### src/rtl/display_scanner.sv
// rtl/display_scanner.sv - multiplexed display scanner with per-slot latching, guard blanking, PWM dimming and blink.
module display_scanner #(
  parameter int DIGITS       = 4,
  parameter int DIV          = 50000,
  parameter int GUARD        = 16,
  parameter int BLINK_FRAMES = 64
) (
  input  logic                  Clock,
  input  logic                  Reset,
  input  logic [8*DIGITS-1:0]   segs,
  input  logic [DIGITS-1:0]     en_mask,
  input  logic [DIGITS-1:0]     blink_mask,
  input  logic [3:0]            bright,
  output logic [DIGITS-1:0]     SD,
  output logic [7:0]            SEG,
  output logic                  frame_start
);

  localparam int PW = $clog2(DIV);
  localparam int DW = $clog2(DIGITS);
  localparam int FW = $clog2(BLINK_FRAMES + 1);

  localparam logic [PW-1:0] P_LAST  = PW'(DIV - 1);
  localparam logic [PW-1:0] P_GUARD = PW'(GUARD);
  localparam logic [DW-1:0] D_LAST  = DW'(DIGITS - 1);
  localparam logic [FW-1:0] F_LAST  = FW'(BLINK_FRAMES - 1);

  logic [PW-1:0] p;
  logic [DW-1:0] d;
  logic [3:0]    pwm;
  logic [FW-1:0] frame_cnt;
  logic          blink_phase;

  logic [7:0]    seg_l;
  logic          en_l;
  logic          blink_l;

  logic [7:0]    seg_arr [DIGITS];
  logic [7:0]    cur_seg;
  logic          cur_en;
  logic          cur_blink;
  logic          drive;
  logic [DIGITS-1:0] sd_onehot;
  logic          p_wrap;

  for (genvar k = 0; k < DIGITS; k++) begin : g_seg
    assign seg_arr[k] = segs[8*k +: 8];
  end

  assign p_wrap = (p == P_LAST);

  // At p==0 the slot register is still loading, so the live inputs stand in for it.
  always_comb begin
    cur_seg   = seg_l;
    cur_en    = en_l;
    cur_blink = blink_l;
    if (p == '0) begin
      cur_seg   = seg_arr[d];
      cur_en    = en_mask[d];
      cur_blink = blink_mask[d];
    end
    drive = (p >= P_GUARD) && cur_en && !(cur_blink && blink_phase) &&
            ((bright == 4'hF) || (pwm < bright));
    sd_onehot    = '0;
    sd_onehot[d] = 1'b1;
  end

  always_ff @(posedge Clock) begin
    if (Reset) begin
      p           <= '0;
      d           <= '0;
      pwm         <= '0;
      frame_cnt   <= '0;
      blink_phase <= 1'b0;
      seg_l       <= '0;
      en_l        <= 1'b0;
      blink_l     <= 1'b0;
      SD          <= '0;
      SEG         <= 8'h00;
      frame_start <= 1'b0;
    end else begin
      if (p_wrap) begin
        p   <= '0;
        pwm <= '0;
        if (d == D_LAST) begin
          d <= '0;
          if (frame_cnt == F_LAST) begin
            frame_cnt   <= '0;
            blink_phase <= ~blink_phase;
          end else begin
            frame_cnt <= frame_cnt + FW'(1);
          end
        end else begin
          d <= d + DW'(1);
        end
      end else begin
        p   <= p + PW'(1);
        pwm <= pwm + 4'd1;
      end

      if (p == '0) begin
        seg_l   <= cur_seg;
        en_l    <= cur_en;
        blink_l <= cur_blink;
      end

      SD          <= drive ? sd_onehot : '0;
      SEG         <= drive ? cur_seg : 8'h00;
      frame_start <= (p == '0) && (d == '0);
    end
  end

endmodule

### config.mk
export PLATFORM = sky130hd
export DESIGN_NAME = display_scanner
export DESIGN_NICKNAME = d
export VERILOG_FILES = /design/src/rtl/display_scanner.sv
export SDC_FILE = /design/constraint.sdc
export NUM_CORES = 1
export LEC_CHECK = 0
export CAP_MARGIN = 20
export CORE_MARGIN = 4
export CORE_UTILIZATION = 56
export CTS_BUF_LIST = sky130_fd_sc_hd__clkbuf_2
export DETAILED_ROUTE_END_ITERATION = 7
export PLACE_DENSITY = 0.88
export SLEW_MARGIN = 20
export SYNTH_ARGS = -nofsm -noshare
export SYNTH_HDL_FRONTEND = slang
export SYNTH_SLANG_ARGS = --single-unit
### constraint.sdc
create_clock -name Clock -period 5.5 [get_ports Clock]
set_input_delay 1.1 -clock Clock [delete_from_list [all_inputs] [get_ports Clock]]
set_output_delay 1.1 -clock Clock [all_outputs]
set_load 0.01 [all_outputs]
==> metrics, run 1 <==
R2R cell count 5; synthesized netlist net count 309; Relative slew margins 45.0%; leading cell types in the layout, fill and taps excluded sky130_fd_sc_hd__clkdlybuf4s50_1, sky130_fd_sc_hd__dfxtp_1, sky130_fd_sc_hd__nor2_1; CTS sink count 53; Worst IR Drop VDD 0.206 mV; worst reg2reg path startpoint p[11]; maximum fanout along the worst path 12; final period utilization around 48%; cell depth of the worst min-delay path 1; vias in the first global route 1923; setup repair after global routing missed its margin no; depth of the CTS H-tree 2; drt via density 5.56; height of the chip ~76 um; WP data required a little under 6000 ps; HPWL reported at the end of detailed placement around 4.0 mm; final slew viol count 0; Die X 75.7 um; worst hold slack approximately 480 ps; final weighted congestion in routability-driven placement 0.909; area of the placeable core between 0.004 and 0.005 sq mm; overflow left after global routing 0; net total in the final layout 363; number of cells after detailed placement 351; instance area at placement 0.00316 sq mm; type of destination of the critical path flip-flop; Final setup violation count 0; number of antenna violations at the first check in global routing 0; Cell Rows 24; count of pins on the block boundary 59; cell type with the largest total area after synthesis sky130_fd_sc_hd__dfxtp_1; DR DRC count 0; starting density of the core 58.5%; TritonRoute pass-1 iters 4; Final min period 2620 ps; Fill cells 319; CTS buffer count 5; power after layout 692 uW; residual antenna-violating net count after detailed routing 0; final hold vios 0; number of standard cells after synthesis around 250; average cell area after synthesis 10.2 sq um; Post-Route Skew 17.3 ps; count of unique library cells instantiated by Yosys 41; average wire per cell in the routed design 14.9 um; Setup TNS 0 ps; Synth top area share 41.3%; reg-to-reg slack, setup 3060 ps; synthesis warning total 0; largest net degree at the start of global routing 41; transition time at the pin with the least slew margin just over 800 ps; Worst EP arrival 2970 ps; Initial DRC Count 134; worst hold endpoint pwm[0]; total via count in the routed design 1996; PD cells between 200 and 250 mW/mm^2; global-route wire length before repair 8.51 mm; kind of critical path primary input to flip-flop; wire length after detailed routing approximately 5.3 mm; Multi-input gate area 0.00138 sq mm; post-route insts no fill 359; gr usage total between 10% and 20%; worst min-delay path category flip-flop to flip-flop; reg-to-reg endpoint SD[3]; outcome completed; most common cell after layout, fill and taps aside sky130_fd_sc_hd__clkdlybuf4s50_1; buffer levels on the longest clock path 2; storage element area 0.00106 sq mm; maximum clock frequency 381 MHz; total leakage power 0.00118 uW; share of final-layout standard cells stronger than drive strength 1 11.7%; clock-pin slew of the registers on the worst-case setup and hold paths around 250 ps; post-CTS setup buffers 0; post-synthesis register bit count 53; Worst-Skew Late Latency approximately 430 ps; share of synthesized area occupied by flip-flops and latches 41.3%; Synth area leaders sky130_fd_sc_hd__dfxtp_1, sky130_fd_sc_hd__mux4_2, sky130_fd_sc_hd__nor2_1, sky130_fd_sc_hd__ha_1, sky130_fd_sc_hd__mux2i_1; TritonCTS clock tree built; category of the worst setup path launch point primary input; maximum capacitance violations 0; clock tree root buffer cell sky130_fd_sc_hd__clkbuf_2; final design area excluding fillers between 0.003 and 0.004 sq mm; total standard cell area after synthesis approximately 0.0026 sq mm; total of buffers placed on input and output ports 58; startpoint of the most critical hold path pwm[0]; layout overhead on the synthesized area 25.8%; count of hold buffers inserted by post-cts repair 0; number of diodes added for antenna fixing 0; Die ar. 0.00573 sq mm; count of instances resized after the clock tree is built 0
## layout make-up
| type | count | share of cell area [%] |
|---|---|---|
| inverters | 12 | 1.39 |
| clock buffers | 5 | 0.775 |
| clock inverters | 3 | 1.28 |
| well taps | 52 | 2.01 |
| repair buffers | 62 | 18.9 |
| flip-flops and latches | 53 | 32.9 |
| multi-input cells | 172 | 42.8 |
## through the flow
stage                     utilization, %  worst slack, ps
final                               73.7             2880
after CTS                           73.7             2880
after global routing                73.7             2760
after detailed placement            72.1             2400
after floorplan                        -             3070
after global placement              72.1             2550
## synthesized netlist by cell type
library cell / instances
sky130_fd_sc_hd__xor2_1: 4
sky130_fd_sc_hd__nand2b_1: 8
sky130_fd_sc_hd__mux2i_1: 13
sky130_fd_sc_hd__and4_1: 3
sky130_fd_sc_hd__nand3_1: 9
sky130_fd_sc_hd__nor2_1: 39
sky130_fd_sc_hd__a31oi_1: 2
sky130_fd_sc_hd__nor4_2: 9
sky130_fd_sc_hd__inv_1: 12
sky130_fd_sc_hd__a32o_1: 1
sky130_fd_sc_hd__o21ai_0: 3
sky130_fd_sc_hd__nor3b_1: 1
sky130_fd_sc_hd__nor4_1: 5
sky130_fd_sc_hd__nor4b_1: 4
sky130_fd_sc_hd__mux2_2: 2
sky130_fd_sc_hd__nor2b_1: 3
sky130_fd_sc_hd__and2_1: 1
sky130_fd_sc_hd__a211o_1: 1
sky130_fd_sc_hd__dfxtp_1: 53
sky130_fd_sc_hd__nand4_1: 8
sky130_fd_sc_hd__o211ai_1: 1
sky130_fd_sc_hd__a41oi_1: 1
sky130_fd_sc_hd__a31o_2: 2
sky130_fd_sc_hd__or3_1: 1
sky130_fd_sc_hd__or4_4: 1
sky130_fd_sc_hd__a311oi_1: 1
sky130_fd_sc_hd__buf_6: 2
sky130_fd_sc_hd__or4b_1: 1
sky130_fd_sc_hd__mux4_2: 10
sky130_fd_sc_hd__a21oi_1: 2
sky130_fd_sc_hd__nand2_1: 4
sky130_fd_sc_hd__clkbuf_1: 7
sky130_fd_sc_hd__nor3_1: 6
sky130_fd_sc_hd__ha_1: 11
sky130_fd_sc_hd__or2_2: 1
sky130_fd_sc_hd__buf_4: 1
sky130_fd_sc_hd__xnor2_1: 12
sky130_fd_sc_hd__buf_1: 2
sky130_fd_sc_hd__and3_1: 1
sky130_fd_sc_hd__buf_2: 3
sky130_fd_sc_hd__and4bb_1: 1
## flip-flops by register name (all words and copies together), names as in the netlist, 2 cells and up
register   cells
SD             4
SEG            8
frame_cnt      7
pwm            4
seg_l          8
p             16
d              2
## how the worst max path moves through the flow
stage          startpoint  cells past startpoint    end  slack [ps]
2_1_floorplan   bright[2]                      7  SD[2]        3070
3_3_place_gp    bright[2]                      8  SD[3]        2550
3_5_place_dp    bright[2]                      8  SD[3]        2400
4_1_cts         bright[2]                      8  SD[3]        2880
5_1_grt         bright[2]                      8  SD[3]        2760
6_report        bright[2]                      8  SD[3]        2880
## power by group
group          total, uW  internal, uW  switching (uW)
Sequential           404           397            6.84
Combinational       96.7          55.5            41.2
Clock                192          75.0             117
## critical path, stage by stage
cell,delay [ps]
sky130_fd_sc_hd__clkdlybuf4s50_1,490
sky130_fd_sc_hd__inv_1,50
sky130_fd_sc_hd__ha_1,300
sky130_fd_sc_hd__a211o_1,290
sky130_fd_sc_hd__a31oi_1,140
sky130_fd_sc_hd__o211ai_1,100
sky130_fd_sc_hd__buf_4,210
sky130_fd_sc_hd__nor4b_1,290
## logic make-up after synthesis
| logic type | Yosys count | share of synthesized area (%) |
|---|---|---|
| simple gates | 106 | 24.4 |
| flops | 53 | 41.3 |
| mux | 25 | 14.7 |
| compound gates | 14 | 3.85 |
| xor+xnor | 16 | 5.46 |
| buf+inv | 27 | 4.83 |
| fa+ha+maj | 11 | 5.36 |
## per-layer routing
layer	up-vias	GRT usage, %	wire length (um)	share of wire (%)
li1	1005	-	-	-
met1	926	21.9	2130	40
met2	55	36.0	2670	50
met3	10	4.22	438	8.2
met4	0	6.80	91	1.7
met5	-	0	0	0
No activity file was read; power rests on OpenSTA's default activity.
==> inputs of run 2 (changes only) <==
CORE_UTILIZATION = 47   (was 56)
PLACE_DENSITY = 0.79   (was 0.88)
clock period = 2.4 ns   (was 5.5 ns; I/O delays follow)
==> run 2 against run 1 <==
  * Die area increased by 17%
  * First-iteration DRC count decreased by 48%
  * Via count increased by 1.9%
  * Sequential share of layout area decreased by 0.46 points
  * Design area increased by 1.4%
  * Largest cell class unchanged
  * Largest power group unchanged
==> metrics, run 2 (synthesis results as in run 1) <==
outcome completed (unchanged); Regs by FF count p (16), SEG (8), seg_l (8) (unchanged); layout overhead on the synthesized area 27.6% (was 25.8%); Setup TNS 0 ps (unchanged); global-route wire length before repair 9.28 mm (was 8.51 mm); share of final-layout standard cells stronger than drive strength 1 13.5% (was 11.7%); register containing the most flip-flops in the final layout p (unchanged); transition time at the pin with the least slew margin 461 ps (was 824 ps); DR DRC count 0 (unchanged); final weighted congestion in routability-driven placement 0.842 (was 0.909); total via count in the routed design 2033 (was 1996); worst min-delay path category flip-flop to flip-flop (unchanged); average wire per cell in the routed design 14.2 um (was 14.9 um); Worst EP arrival 2490 ps (was 2970 ps); Post-Route Skew 22.9 ps (was 17.3 ps); TritonCTS clock tree built (unchanged); PD cells 455 mW/mm^2 (was 214 mW/mm^2); count of instances resized after the clock tree is built 0 (unchanged); HPWL reported at the end of detailed placement 4.17 mm (was 4.05 mm); Worst-Skew Late Latency 430 ps (about the same); TritonRoute pass-1 iters 4 (unchanged); fin util 62.9% (was 73.7%); CTS buffer count 5 (unchanged); Cell Rows 26 (was 24); count of hold buffers inserted by post-cts repair 0 (unchanged); Fill cells 447 (was 319); buffer levels on the longest clock path 2 (unchanged); final period utilization 88.7%; reg-to-reg slack, setup 270 ps (was 3060 ps); final slew viol count 0 (unchanged); vias in the first global route 2047 (was 1923); count of pins on the block boundary 59 (unchanged); max FFs per register 16 (unchanged); overflow left after global routing 0 (unchanged); clock tree root buffer cell sky130_fd_sc_hd__clkbuf_2 (unchanged); starting density of the core 49.3% (was 58.5%); final hold vios 0 (unchanged); maximum fanout along the worst path 12 (unchanged); wire length after detailed routing 5.43 mm (was 5.33 mm); number of antenna violations at the first check in global routing 0 (unchanged); Die X 81.9 um (was 75.7 um); largest net degree at the start of global routing 25 (was 41); Relative slew margins 69.2% (was 45.0%); post-CTS setup buffers 0 (unchanged); post-route insts no fill 382 (was 359); gr usage total 17.6% (was 19.4%); category of the worst setup path launch point flip-flop (was primary input); Final setup violation count 0 (unchanged); Die ar. 0.00671 sq mm (was 0.00573 sq mm); number of cells after detailed placement 374 (was 351); area of the placeable core 0.00520 sq mm (was 0.00438 sq mm); Worst IR Drop VDD 0.319 mV (was 0.206 mV); residual antenna-violating net count after detailed routing 0 (unchanged); maximum capacitance violations 0 (unchanged); total of buffers placed on input and output ports 58 (unchanged); clock-pin slew of the registers on the worst-case setup and hold paths 250 ps (about the same); net total in the final layout 368 (was 363); maximum clock frequency 470 MHz; CP max stage cell sky130_fd_sc_hd__or4_4 (was sky130_fd_sc_hd__clkdlybuf4s50_1); WP data required 2760 ps (was 5850 ps); drt via density 5.32 (was 5.56); depth of the CTS H-tree 2 (unchanged); leading cell types in the layout, fill and taps excluded sky130_fd_sc_hd__clkdlybuf4s50_1, sky130_fd_sc_hd__dfxtp_1, sky130_fd_sc_hd__nor2_1 (unchanged); cells traversed along the worst timing path or4_4, and4bb_1, mux2i_1, buf_4, nor4b_1 (was clkdlybuf4s50_1, inv_1, ha_1, a211o_1, a31oi_1, o211ai_1, buf_4, nor4b_1); kind of critical path flip-flop to flip-flop (was primary input to flip-flop); height of the chip 81.9 um (was 75.7 um); Final min period 2130 ps; number of diodes added for antenna fixing 0 (unchanged); Multi-input gate area 0.00138 sq mm (unchanged); Initial DRC Count 70 (was 134); storage element area 0.00106 sq mm (unchanged); total leakage power 0.00121 uW (was 0.00118 uW); setup repair after global routing missed its margin no (unchanged); CTS sink count 53 (unchanged); Max stage delay on crit path 560 ps (was 490 ps); type of destination of the critical path flip-flop (unchanged); most common cell after layout, fill and taps aside sky130_fd_sc_hd__clkdlybuf4s50_1 (unchanged)
## run 2: changes by cell type in the layout (fill, tap and decap cells not counted), sizes merged
cell / previous run / this run
buf: 4 / 9
bufinv: 1 / 0
clkbuf: 5 / 8
clkinvlp: 1 / 0
clkinv: 1 / 0
## run 2: cell type report
class / count / area share (%)
clock buffers: 8 / 1.22
inverters: 12 / 1.38
multi-input cells: 172 / 42.2
flip-flops and latches: 53 / 32.4
well taps: 70 / 2.67
repair buffers: 67 / 20.2
## run 2: per-layer routing
metal  vias to the layer above  track usage (%)  routed length (um)  part of all wire (%)
met1                       955             19.7                2180                    40
met4                         0             5.15                  58                   1.1
met3                         7             3.07                 441                   8.1
met5                         -                0                   0                     0
met2                        55             33.4                2750                    51
li1                       1016                -                   -                     -
## run 2: worst paths after layout
path	end	depth (start not counted)	startpoint
worst min-delay path	frame_cnt[6]	2	frame_cnt[6]
worst min register to register	frame_cnt[6]	2	frame_cnt[6]
worst max-delay path	SD[1]	5	p[11]
worst max register to register	SD[1]	5	p[11]
## run 2: power by group
| part | total (uW) | internal (uW) | switching, uW |
|---|---|---|---|
| Clock | 340 | 85.7 | 255 |
| Combinational | 225 | 131 | 93.9 |
| Sequential | 926 | 909 | 17.3 |
## run 2: through the flow
step                      area (sq um)  hold WS (ps)  worst slack [ps]  total power (uW)
after floorplan                   2570           426               399              1070
after global placement            3240           439              49.2              1160
after detailed placement          3240           460             -16.1              1170
after CTS                         3280           485               236              1510
after global routing              3280           530              10.6              1560
final                             3280           483               271              1490
## run 2: critical path: cells and delay by family (launching register included)
family,cells,cell delay [ps]
flops,1,400
mux,1,150
simple gates,3,1310
buf+inv,1,210
